==> src/rtl/enc_dec_pkg.sv <==
// rtl/enc_dec_pkg.sv - shared constants and helpers for the 4-16 decoder / 16-4 encoder pair
package enc_dec_pkg;

   localparam int N_REQ_DEF  = 16;
   localparam int CODE_W_DEF = 4;

   typedef logic [N_REQ_DEF-1:0]  req_vec_t;
   typedef logic [CODE_W_DEF-1:0] code_t;

   // Index of the lowest set bit; a true one-hot input yields its position, zero yields 0.
   function automatic code_t onehot_to_index(input req_vec_t oh);
      code_t idx;
      idx = '0;
      for (int i = N_REQ_DEF - 1; i >= 0; i--) begin
         if (oh[i]) idx = code_t'(i);
      end
      return idx;
   endfunction

endpackage

==> src/rtl/rr_pick.sv <==
// rtl/rr_pick.sv - combinational selector: round-robin after ptr, or lowest index first
module rr_pick #(
   parameter int N_REQ  = 16,
   parameter int CODE_W = 4,
   parameter bit RR_EN  = 1'b1
) (
   input  logic [N_REQ-1:0]  pend,
   input  logic [CODE_W-1:0] ptr,
   output logic [CODE_W-1:0] idx,
   output logic              found
);

   logic [CODE_W-1:0] cand;

   // N_REQ is a power of two, so CODE_W-bit truncation gives the wrap-around for free.
   always_comb begin
      found = 1'b0;
      idx   = '0;
      cand  = '0;
      for (int k = 0; k < N_REQ; k++) begin
         cand = RR_EN ? CODE_W'(ptr + CODE_W'(1) + CODE_W'(k)) : CODE_W'(k);
         if (!found && pend[cand]) begin
            found = 1'b1;
            idx   = cand;
         end
      end
   end

endmodule

==> src/rtl/encoder_al_16_4_rr.sv <==
// rtl/encoder_al_16_4_rr.sv - sticky 16-to-4 request encoder with valid/ack handshake
module encoder_al_16_4_rr
   import enc_dec_pkg::*;
#(
   parameter int N_REQ  = N_REQ_DEF,
   parameter int CODE_W = CODE_W_DEF,
   parameter bit RR_EN  = 1'b1
) (
   input  logic              clk_in,
   input  logic              rst_in,
   input  logic              en_in,
   input  logic [N_REQ-1:0]  req_in,
   input  logic              ack_in,
   output logic [CODE_W-1:0] code_out,
   output logic              valid_out,
   output logic [N_REQ-1:0]  pend_out,
   output logic              any_out
);

   logic [N_REQ-1:0]  pend;
   logic [N_REQ-1:0]  capture;
   logic [N_REQ-1:0]  clr;
   logic [CODE_W-1:0] code;
   logic [CODE_W-1:0] ptr;
   logic [CODE_W-1:0] pick_idx;
   logic              pick_found;
   logic              valid;
   logic              take;
   logic              load;

   rr_pick #(
      .N_REQ  (N_REQ),
      .CODE_W (CODE_W),
      .RR_EN  (RR_EN)
   ) u_pick (
      .pend  (pend),
      .ptr   (ptr),
      .idx   (pick_idx),
      .found (pick_found)
   );

   assign take    = valid & ack_in;
   assign load    = ~valid & ~en_in & pick_found;
   assign capture = en_in ? '0 : req_in;
   assign clr     = take ? (N_REQ'(1) << code) : '0;

   // Capture is OR-ed after the clear so a same-edge re-request keeps the bit pending.
   always_ff @(posedge clk_in or posedge rst_in) begin
      if (rst_in) begin
         pend  <= '0;
         code  <= '0;
         valid <= 1'b0;
         ptr   <= CODE_W'(N_REQ - 1);
      end else begin
         pend <= (pend & ~clr) | capture;
         if (take) begin
            valid <= 1'b0;
            ptr   <= code;
         end else if (load) begin
            valid <= 1'b1;
            code  <= pick_idx;
         end
      end
   end

   assign code_out  = code;
   assign valid_out = valid;
   assign pend_out  = pend;
   assign any_out   = |pend;

endmodule
==> config.mk <==
export PLATFORM = sky130hd
export DESIGN_NAME = encoder_al_16_4_rr
export DESIGN_NICKNAME = d
export VERILOG_FILES = /design/src/rtl/enc_dec_pkg.sv /design/src/rtl/rr_pick.sv /design/src/rtl/encoder_al_16_4_rr.sv
export SDC_FILE = /design/constraint.sdc
export NUM_CORES = 1
export LEC_CHECK = 0
export ABC_AREA = 1
export CORE_UTILIZATION = 60
export CTS_CLUSTER_SIZE = 25
export DETAILED_ROUTE_END_ITERATION = 7
export GPL_ROUTABILITY_DRIVEN = 0
export GPL_TIMING_DRIVEN = 0
export PLACE_DENSITY_LB_ADDON = 0.25
export SYNTH_ARGS = -nofsm -noshare
export SYNTH_HDL_FRONTEND = slang
export SYNTH_HIERARCHICAL = 1
export SYNTH_SLANG_ARGS = --single-unit
==> constraint.sdc <==
create_clock -name clk_in -period 10.8 [get_ports clk_in]
set_clock_uncertainty 0.15 [all_clocks]
set_input_delay 2.7 -clock clk_in [delete_from_list [all_inputs] [get_ports clk_in]]
set_output_delay 2.7 -clock clk_in [all_outputs]
set_load 0.01 [all_outputs]
Yosys cells after proc, flatten, opt, wreduce, memory -nomap -nowiden. Index checks and enable logic that the tools add are counted. Widths: inputs -> output; s select.

Reduce and logical (&&, ||, !) cells: 33. Add/subtract/negate cells: 16. Muxes and demuxes: 68. Shift-type cells: 1. Order comparisons: 16. Bitwise gates (word level): 9.

Operators by type and width (number): $lt 4x5->1 const B (16); $bmux 1 s4 (16); $mux 4 (16); $mux 1 (34); $add 4x4->4 const B (8); $mux 16 (2); $add 4x3->4 const B (4); $and 16x16->16 (1); $not 16->16 (1); $or 16x16->16 (1); $reduce_or 16->1 (1); $shl 1x4->16 const A (1); $logic_and 1x1->1 (15); $logic_not 1->1 (15); $add 4x1->4 const B (2); $add 4x2->4 const B (2); $and 1x1->1 (3); $not 1->1 (3); $reduce_and 2->1 (1); $reduce_bool 2->1 (1).

Bits in registers: 25. Word-level logic and storage cells: 147. Output and inout port bits: 22.

Depth between registers and ports, before layout. Gate-level depths: netlist of the first run.

Depth after elaboration: 52. Mapped depth: 29. Mapped depth without buffers: 25.

Modules after synthesis. Netlist of the first run, hierarchy kept.

By module, submodules not included: rr_pick (cells an instance 414, area an instance 1938.1 µm², times used 1); encoder_al_16_4_rr (cells an instance 145, area an instance 1142.3 µm², times used 1).

Least setup slack after synthesis of the first run. No wires, ideal clock.

Path kind: register to register. Start point: register ptr[0]. End point: register code[3], in the netlist code_out[3]. Arrival time: 3416 ps. Data required time: 10567 ps. Setup slack: 7152 ps. Path buffers: 4. Cell stages (with the launch flop): 29. Cell sequence: dfstp_2 inv_2 buf_6 buf_6 ha_1 buf_2 inv_2 nand2_1 nand2_1 buf_4 nand2_2 nand2_2 nand2_1 nand3_2 nand2_2 nand3_2 nor2_4 nand4_1 nor2_2 nand3_2 nor2_4 nand3_2 nor2_4 nand2_2 clkinv_2 nand2_1 nand3_1 inv_1 o21ai_0.

Elaborated cells on any way between the ends: 112.

RTL lines: from (decl) (RTL line encoder_al_16_4_rr.sv:24) `logic [CODE_W-1:0] ptr;`; from (signal assigned) (RTL line encoder_al_16_4_rr.sv:53) `ptr <= CODE_W'(N_REQ - 1);`; from (signal assigned) (RTL line encoder_al_16_4_rr.sv:58) `ptr <= code;`; $add 4x1->4 (*) (RTL line rr_pick.sv:21) `cand = RR_EN ? CODE_W'(ptr + CODE_W'(1) + CODE_W'(k)) : CODE_W'(k);`; branches (longest 47 deep; another with $add 4x1->4); $mux 4 (*) (RTL line rr_pick.sv:22) `if (!found && pend[cand]) begin`; via pick_idx[3] (RTL line encoder_al_16_4_rr.sv:25) `logic [CODE_W-1:0] pick_idx;`; to (signal assigned) (RTL line encoder_al_16_4_rr.sv:61) `code <= pick_idx;`; to (decl) (RTL line encoder_al_16_4_rr.sv:23) `logic [CODE_W-1:0] code;`.

Mark *: on every way through the listed nets, which the timed path passes. The select of a mux whose other input is x is not followed. A chain may end at the register's enable or synchronous reset.

Worst setup path in the final report of the first run.
Start point: register pend[2], in the netlist pend_out[2]. End point: output any_out.

Longest elaborated chain between the ends: 1.

Ends and longest elaborated chain: from (decl) (RTL line encoder_al_16_4_rr.sv:20) `logic [N_REQ-1:0] pend;`; from (signal assigned) (RTL line encoder_al_16_4_rr.sv:55) `pend <= (pend & ~clr) | capture;`; $reduce_or 16->1 (RTL line encoder_al_16_4_rr.sv:69) `assign any_out = |pend;`; to (decl) (RTL line encoder_al_16_4_rr.sv:17) `output logic any_out`.

Every way passes these cells.

==> results summary, run 1 <==
The worst register-to-register path begins at ptr[0]. The cell area that synthesis handed to floorplanning was 3080 sq um. The die extent in x came out at 73.7 um. The maximum number of pins on one net before global-route repair came out at 26. In this run the clock root is driven by a clkbuf_8. The global-route congestion overflow total is 0.

Synthesis produced between 500 and 600 cells. The area taken by multi-input logic gates came out at ~2200 sq um. The floorplan step defined a core boundary enclosing just under 5000 sq um. The post-CTS clock slew at the launch and capture registers of the worst setup and hold paths is 80 ps. The worst hold path passes through 2 cells. The smallest clock period supported by the final layout is computed as between 4000 and 5000 ps. The count of filler cells inserted in the layout is approximately 410.

The fraction of post-synthesis cell area in the top cell type by area came out at 0.305. At the pin with the least slew margin, the transition time is around 920 ps. The number of vias after detailed routing is just under 4,000. The total count of hold-check failures in the final report is 0. Setup violations remaining at the end of the flow were counted as 0. The starting density of the core is 0.639. The worst setup path is of the reg -> out kind. The post-detailed-routing wire length came out at 9410 um. Setup repair after global routing left no endpoint under its margin. The share of the Yosys chip area taken by registers is 0.205. From bottom edge to top edge, the die measures roughly 74 um. The overall fraction of global-route tracks in use came out at 0.376.

Yosys mapped the design onto 32 distinct sky130hd cell types. The largest area contributor in the synthesized netlist is nand2_1. The footprint of the flip-flops and latches came out at between 600 and 700 sq um. The net count after synthesis is slightly below 600.

The synthesis warning total came out at 6. The number of buffers created by CTS came out at 3. The met1 global-route usage came out at 0.458. After synthesis the netlist holds a flip-flop and latch count of 25. The worst hold path class is reg -> reg. The detail-routed net length per standard cell came out at roughly 14 um.

The share of layout cells above drive strength 1 is 0.103. The number of buffers inserted by post-CTS setup repair is 0. The total number of H-tree levels came out at 1. Each instance of the synthesized netlist takes up on average 5.51 sq um. The ratio of routed vias to standard cells is around 5.8. The global-route wire length before repair is between 15,000 and 20,000 um. The quantity of I/O buffers inserted on ports is around 40. In the final design database the tool counted 627 nets. During I/O placement, the number of pins put on the boundary was 42.

The via count of the first global-routing pass is approximately 3,500. The die footprint is around 5400 sq um. The run finished with clean final reports.

Buffers inserted to repair hold after CTS numbered 0. The synthesis-to-finish area growth came out at 17.5%. The cell count of the worst reg-to-reg path is 25. In this run the core area contains 25 standard-cell rows. The met2 usage in global routing is 0.640. The slack of the worst reg-to-reg path came out at 6360 ps. The worst hold endpoint is ptr[3].

The maximum operating frequency is around 220 MHz. In this run the remaining antenna-violating nets after routing total 0. Ranked by total cell area, the synthesized netlist is headed by nand2_1 30%, dfrtp_1 17%, nand3_1 12%. The top fanout value on the critical path is 5. The final-report max-slew violation count came out at 0. The number of buffers on the longest clock path is 2. After detailed routing, the number of remaining DRC violations is 0.

The placed wire-length estimate came out at roughly 7400 um. Clock tree synthesis found a total of 25 sinks. The number of cells upsized or downsized after cts is 0. Data on the critical path is required at its endpoint by 7950 ps. TritonCTS built the clock tree. The initial antenna violation count came out at 0. The clock reaches the later pin of the worst-skew pair after roughly 270 ps. The final setup TNS is 0 ps.

For this run, global-route usage on met3 was measured as 0.0535. The worst setup path is captured at a primary output. The critical path launch point type is a flip-flop. The worst hold path begins at ptr[3].

The end of the worst register-to-register path is code_out[3]. The max-slew headroom at the worst pin came out at 0.387. In the layout the commonest cells are 250 x nand2_1, 74 x nand3_1, 59 x nor2_1, 41 x clkdlybuf4s50_1, 36 x inv_1.

The arrival time of data at the critical path endpoint is approximately 1600 ps. Of the available clock period, the critical path in the final layout requires 0.412. The busiest metal layer after global routing is met2.

The most common cell after layout, fill and taps aside is nand2_1. 0 antenna diodes ended up in the layout. The first detailed-routing pass ran for 6 iterations. The max-cap check violation count is 0.

After the first detailed-routing iteration, the DRC count stood at approximately 360.
synth_stat cells (all sizes together):
master and count:
a21boi 1, a21oi 5, a31oi 2, buf 14, clkbuf 1, clkinv 2, dfrtp 21, dfstp 4
ha 2, inv 44, nand2 265, nand3 81, nand3b 3, nand4 17, nor2 64, nor3 1
o21a 3, o21ai 25, o221ai 1, xor2 3
worst max path at each step:
stage,start,slack [ps],to
detailed placement,ptr[0],6540,code_out[3]
CTS,pend_out[2],6330,any_out
finish,pend_out[2],6350,any_out
global route,ptr[0],6060,code_out[3]
floorplan,ptr[0],7150,code_out[3]
global placement,ptr[0],6650,code_out[2]
flip-flops by register name, indices dropped and copies added, names as in the netlist:
register   count
ptr            4
code_out       4
valid_out      1
pend_out      16
final cells by class:
type,count,area share
flip-flops and latches,25,0.174
clock buffers,4,0.0124
multi-input cells,473,0.597
well taps,67,0.0232
repair buffers,41,0.113
plain buffers,15,0.0311
inverters,46,0.0484
kinds of logic after synthesis:
logic type | count (synthesis) | synth area share
DFF | 25 | 0.205
buffers and inverters | 61 | 0.0934
AOI/OAI and AO/OA | 37 | 0.0666
adders and majority gates | 2 | 0.00812
and+or+nand+nor | 431 | 0.614
xor gates and xnor gates | 3 | 0.0134
worst max-delay path, stage by stage, from the launching register on:
cell             delay [ps]
dfrtp_1                 450
nor2_1                  140
nand2_1                  70
nor2_1                  120
nand2_1                  70
clkdlybuf4s50_1         480
through the flow:
step                std cells  cell area [sq um]  utilization  hold slack (ps)  setup slack, ps
floorplan                 559               3080            -              308             7150
CTS                       671               3620        0.751              342             6330
detailed placement        667               3570        0.742              330             6540
global route              671               3620        0.751              381             6060
global placement          667               3570        0.742              324             6650
finish                    671               3620        0.751              339             6350
per-layer routing:
layer	vias to the layer above	part of all wire
met1	1707	0.40
met4	0	0.046
li1	1885	-
met3	39	0.089
met2	242	0.47
met5	-	0
Power of run 1 is left out: the tool's default activity adds up to more than one toggle a clock period on the data nets, which glitch-free logic cannot reach.
==> run 2, diff against run 1 <==
--- a/config.mk
+++ b/config.mk
@@ -6,7 +6,7 @@
 export NUM_CORES = 1
 export LEC_CHECK = 0
 export ABC_AREA = 1
-export CORE_UTILIZATION = 60
+export CORE_UTILIZATION = 56
 export CTS_CLUSTER_SIZE = 25
 export DETAILED_ROUTE_END_ITERATION = 7
 export GPL_ROUTABILITY_DRIVEN = 0
==> constraint.sdc (replaced) <==
create_clock -name clk_in -period 4.2 [get_ports clk_in]
set_clock_uncertainty 0.15 [all_clocks]
set_input_delay 1.05 -clock clk_in [delete_from_list [all_inputs] [get_ports clk_in]]
set_output_delay 1.05 -clock clk_in [all_outputs]
set_load 0.01 [all_outputs]
==> run 2 against run 1 <==
Via count decreased by 2.4%. Critical path depth increased by 23. Cell count increased by 1.6%. Register-to-register slack got worse by 6100 ps. Sequential share of layout area decreased by 0.87 points. Hold slack improved by 9.7 ps. Final area increased by 5.3%. Global-route usage decreased by 5.4 points. Non-clock buffer count increased by 8. Critical path type is now reg -> reg.
==> results summary, run 2 (synthesis gave the netlist of run 1 again) <==
Outcome: finished clean (unchanged). The maximum number of pins on one net before global-route repair came out at 26 (unchanged). The CTS tree was built (unchanged). The met1 routed wirelength after detailed routing is 3930 um (was 3720 um). The max-slew headroom at the worst pin came out at 0.395 (was 0.387). The beginning of the worst hold path is ptr[3] (unchanged). The final setup violation count was 0 (unchanged). The die height is 76.2 um (was 73.7 um). The critical setup path kind is reg -> reg (was reg -> out). The critical path launch point type is a flip-flop (unchanged). The starting density of the core came out at 0.592 (was 0.639). The count of inserted antenna diode cells is 0 (unchanged). The violation count after the first detailed-route iteration came out at 246 (was 356). The boundary pin count came out at 42 (unchanged).

The total length of routed met2 wires is 4270 um (was 4410 um). The number of flip-flops under the largest register name came out at 16 (unchanged). The quantity of I/O buffers inserted on ports came out at 41 (unchanged). The largest stage delay on the critical path was 580 ps (was 480 ps). The placeable core region was 5200 sq um (was 4820 sq um). The launching instance or port of the critical path is ptr[0] (was pend_out[2]). The CTS sink count came out at 25 (unchanged).

The global-route wire length before repair is 15,500 um (was 15,800 um). The number of vias after detailed routing is 3,780 (was 3,873). The clock tree root buffer cell is clkbuf_8 (unchanged).

The overall fraction of global-route tracks in use is 0.322 (was 0.376). The arrival time of data at the critical path endpoint is 3990 ps (was 1600 ps). The library cell contributing the largest single delay on the critical path was dfstp_2 (was clkdlybuf4s50_1). The max-cap check violation count is 0 (unchanged). Derived from the worst setup path, the maximum achievable clock frequency is 253 MHz.

The number of nets with antenna violations after detailed routing is 0 (unchanged). The area taken by multi-input logic gates came to 2250 sq um (was 2160 sq um). Top library cells by usage in the layout, fill and taps aside: 242 x nand2_1, 71 x nand3_1, 57 x nor2_1, 41 x clkdlybuf4s50_1, 36 x inv_1 (was 250 x nand2_1, 74 x nand3_1, 59 x nor2_1, 41 x clkdlybuf4s50_1, 36 x inv_1).

The share of layout cells above drive strength 1 is 0.139 (was 0.103). The final non-filler cell total is 682 (was 671). The total count of hold-check failures in the final report is 0 (unchanged). The initial antenna violation count is 0 (unchanged). The die extent in x came to 76.2 um (was 73.7 um). The clock insertion delay at the later pin of the skew report came out at 260 ps (was 270 ps). The footprint of the flip-flops and latches is 631 sq um (unchanged). The transition time of the tightest slew-check pin is 907 ps (was 919 ps).

The ratio of routed vias to standard cells came out at 5.54 (was 5.77). The number of buffers created by CTS came to 3 (unchanged). The total number of H-tree levels came out at 1 (unchanged). The period utilization is 0.942. The count of filler cells inserted in the layout is 451 (was 412).

The post-route DRC violation count came to 0 (unchanged). The most common cell after layout, fill and taps aside is nand2_1 (unchanged). The topmost layer with routed signal wires is met4 (unchanged).

The count of TritonRoute iterations in the first routing pass came out at 5 (was 6). The via count of the first global-routing pass came out at 3,445 (was 3,531). The cell count after placement came to 670 (was 667).

The detail-routed net length per standard cell came to 13.5 um (was 14.0 um). The beginning of the worst register-to-register path is ptr[0] (unchanged). The synthesis-to-finish area growth came out at 23.7% (was 17.5%). The net count of the finished layout came to 635 (was 627). The top fanout value on the critical path was 10 (was 5). The post-CTS clock slew at the launch and capture registers of the worst setup and hold paths came out at 80 ps (about the same). The die footprint is 5800 sq um (was 5420 sq um).

The number of buffers on the longest clock path came out at 2 (unchanged). The post-detailed-routing wire length is 9230 um (was 9410 um). The quantity of hold-fixing buffers added after cts is 0 (unchanged). The placed wire-length estimate came out at 7110 um (was 7400 um). The global-route congestion overflow total is 0 (unchanged). The worst hold path class is reg -> reg (unchanged).

The clock period minus final worst setup slack is 3950 ps. The total length of routed met3 wires came to 665 um (was 839 um). The required time of the critical path is 4240 ps (was 7950 ps). The final-report max-slew violation count is 0 (unchanged).

Setup repair after global routing missed its margin: yes (was no). The type of destination of the critical path is a flip-flop (was primary output). The total number of placement rows came to 26 (was 25).
run 2: worst paths after layout:
check | slack [ps] | end | cells past startpoint
worst min-delay path | 350 | ptr[3] | 2
worst max register to register | 250 | code_out[2] | 28
worst min register to register | 350 | ptr[3] | 2
max in group asynchronous | 2210 | pend_out[6] | 2
worst max-delay path | 250 | code_out[2] | 28
min in group asynchronous | 1130 | pend_out[9] | 2
run 2: stage by stage:
step	hold WS (ps)	setup slack, ps	instance area (sq um)	setup TNS [ps]	util
6_report	349	246	3810	0	0.732
5_1_grt	396	-56.1	3810	-165	0.732
4_1_cts	348	28.0	3630	0	0.698
3_5_place_dp	336	16.5	3580	0	0.688
3_3_place_gp	325	16.9	3580	0	0.688
2_1_floorplan	308	552	3080	0	-
run 2: area by class of cell:
cell class,instances,area share
Sequential cell,25,0.166
Clock buffer,4,0.0118
Multi-Input combinational cell,473,0.590
Tap cell,70,0.0230
Timing Repair Buffer,49,0.123
Buffer,15,0.0388
Inverter,46,0.0473
run 2: worst max-delay path, delay by kind of cell (launching register included):
family	cells	cell delay, ps
simple gates	19	1940
flops	1	580
compound gates	1	140
buf+inv	7	760
fa+ha+maj	1	290
run 2: per-layer routing:
layer	global-route usage	up-vias
met5	0	-
met4	0.154	0
met3	0.0347	33
met2	0.559	200
met1	0.398	1648
li1	-	1899
run 2: repair_timing:
item / in CTS / in global routing
pin swaps: 0 / 4
setup endpoints to repair: 2 / 5
hold endpoints to repair: 0 / 0
buffers inserted: 0 / 8
gates resized for setup: 2 / 37
Power of run 2 is left out for the same reason.
==> run 3, diff against run 2 <==
--- a/config.mk
+++ b/config.mk
@@ -10,7 +10,6 @@
 export CTS_CLUSTER_SIZE = 25
 export DETAILED_ROUTE_END_ITERATION = 7
 export GPL_ROUTABILITY_DRIVEN = 0
-export GPL_TIMING_DRIVEN = 0
 export PLACE_DENSITY_LB_ADDON = 0.25
 export SYNTH_ARGS = -nofsm -noshare
 export SYNTH_HDL_FRONTEND = slang
==> run 3 against run 2 <==
Die area unchanged. Sequential cell count unchanged. Sequential share of layout area up 1.0 points. Critical path depth down 4. Hold slack worse by 7.0 ps. Count of clock-buffer cells in the layout down 1. Largest cell class unchanged.
==> results summary, run 3 (synthesis gave the netlist of run 1 again) <==
The quantity of hold-fixing buffers added after cts came to 0 (unchanged). The type of destination of the critical path is a flip-flop (unchanged). The most common cell after layout, fill and taps aside was nand2_1 (unchanged). The global-route wire length before repair came out at 15,600 um (was 15,500 um).

The CTS sink count is 25 (unchanged). The die footprint is 5800 sq um (unchanged). The synthesis-to-finish area growth came out at 16.3% (was 23.7%). The number of nets with antenna violations after detailed routing came out at 0 (unchanged). The total number of placement rows is 26 (unchanged). The signal on the critical path passes through buf_6, ha_1, inv_1, nand2_1, nand2_2, nand2_1, nand2_1, nand2_1, nand3_2, nand2_2, nand3_2, nor2_4, nand4_1, nor2_4, nand3_2, nor2_4, nand3_2, nor2_4, nand2_2, nand2_1, nand2_1, nand2_1, nor2_1, a21oi_1. The clock insertion delay at the later pin of the skew report is 270 ps (was 260 ps).

The placed wire-length estimate is 7160 um (was 7110 um). The worst hold path class is reg -> reg (unchanged). The beginning of the worst hold path is ptr[3] (unchanged).

The total count of hold-check failures in the final report came out at 0 (unchanged). The post-route DRC violation count is 0 (unchanged). The starting density of the core came out at 0.592 (unchanged). The final-report max-slew violation count came out at 0 (unchanged).

The number of cells upsized or downsized after cts came out at 0 (was 2). The critical setup path kind is reg -> reg (unchanged). The clock tree root buffer cell is clkbuf_8 (unchanged). The max-slew headroom at the worst pin is 0.383 (was 0.395). The placed standard-cell area came out at 3490 sq um (was 3580 sq um). The count of TritonRoute iterations in the first routing pass is 5 (unchanged). The boundary pin count was 42 (unchanged). The count of inserted antenna diode cells is 0 (unchanged).

The CTS tree is built (unchanged). The transition time of the tightest slew-check pin came out at 924 ps (was 907 ps). The number of buffers inserted by post-CTS setup repair is 0 (unchanged). Top library cells by usage in the layout, fill and taps aside: 246 x nand2_1, 74 x nand3_1, 57 x nor2_1, 41 x clkdlybuf4s50_1, 36 x inv_1 (was 242 x nand2_1, 71 x nand3_1, 57 x nor2_1, 41 x clkdlybuf4s50_1, 36 x inv_1). The clock period minus final worst setup slack came to 3900 ps (was 3950 ps). The total number of H-tree levels is 1 (unchanged). The arrival time of data at the critical path endpoint came to 3960 ps (was 3990 ps). The period utilization came out at 0.929 (was 0.942).

The quantity of I/O buffers inserted on ports was 41 (unchanged). The number of buffers created by CTS is 3 (unchanged). The die extent in x came out at 76.2 um (unchanged). The library cell contributing the largest single delay on the critical path is dfstp_2 (unchanged).

The top fanout value on the critical path came out at 25 (was 10). By instance count, the cell type seen most on the critical path is nand2_1. The required time of the critical path came to 4250 ps (was 4240 ps). The post-detailed-routing wire length came out at 9290 um (was 9230 um). The initial antenna violation count was 0 (unchanged). The net count of the finished layout was 615 (was 635). The max-cap check violation count came out at 0 (unchanged). The post-CTS clock slew at the launch and capture registers of the worst setup and hold paths was 90 ps (was 80 ps).

The via count of the first global-routing pass came out at 3,363 (was 3,445). The maximum operating frequency is 256 MHz (was 253 MHz). The number of flip-flops under the largest register name is 16 (unchanged). Outcome: finished clean (unchanged). The final setup violation count is 0 (unchanged). The violation count after the first detailed-route iteration came to 308 (was 246).

The ratio of routed vias to standard cells came out at 5.66 (was 5.54). The share of layout cells above drive strength 1 came out at 0.0997 (was 0.139). The critical path launch point type is a flip-flop (unchanged). The detail-routed net length per standard cell came out at 14.0 um (was 13.5 um). The largest stage delay on the critical path is 550 ps (was 580 ps).

The number of buffers on the longest clock path came out at 2 (unchanged). The placeable core region came out at 5200 sq um (unchanged). The global-route congestion overflow total is 0 (unchanged). The final instance area was 3580 sq um (was 3810 sq um). The overall fraction of global-route tracks in use is 0.331 (was 0.322). The share of the core filled with cells in the final layout came out at 0.688 (was 0.732).

The number of vias after detailed routing came out at 3,745 (was 3,780). The die height is 76.2 um (unchanged). The beginning of the worst register-to-register path is ptr[0] (unchanged). The final-layout worst hold slack came out at 342 ps (was 349 ps). The launching instance or port of the critical path is ptr[0] (unchanged). The maximum number of pins on one net before global-route repair is 26 (unchanged).
[run 3: area by class of cell]
class,count,area (sq um)
clock buffers,3,41.3
clock inverters,1,7.51
fillers,495,1620
inverters,46,175
multi-input cells,473,2200
flip-flops and latches,25,631
well taps,70,87.6
repair buffers,44,437
[run 3: path summary, 6_finish.rpt]
kind,cells past startpoint,end,slack [ps]
worst min-delay path,2,ptr[3],340
worst max-delay path,24,code_out[0],300
max in group asynchronous,2,pend_out[6],2200
worst min register to register,2,ptr[3],340
worst max register to register,24,code_out[0],300
min in group asynchronous,2,pend_out[3],1130
[run 3: stage by stage]
stage	std cells	setup slack (ps)	setup TNS, ps
2_1_floorplan	559	552	0
3_3_place_gp	658	166	0
3_5_place_dp	658	169	0
4_1_cts	662	137	0
5_1_grt	662	-26.1	-26.1
6_report	662	297	0
[run 3: metal layers]
metal / share of wire / vias up / routed length, um / track usage
li1: - / 1856 / - / -
met1: 0.43 / 1666 / 4010 / 0.435
met2: 0.45 / 184 / 4160 / 0.526
met3: 0.072 / 39 / 665 / 0.0335
met4: 0.049 / 0 / 455 / 0.200
met5: 0 / - / 0 / 0
[run 3: worst max-delay path, delay by kind of cell (launching register included)]
family	cells	cell delay, ps
adders and majority gates	1	230
buffers and inverters	2	280
DFF	1	550
AOI/OAI and AO/OA	1	110
and+or+nand+nor	20	2510
Power of run 3 is left out for the same reason.
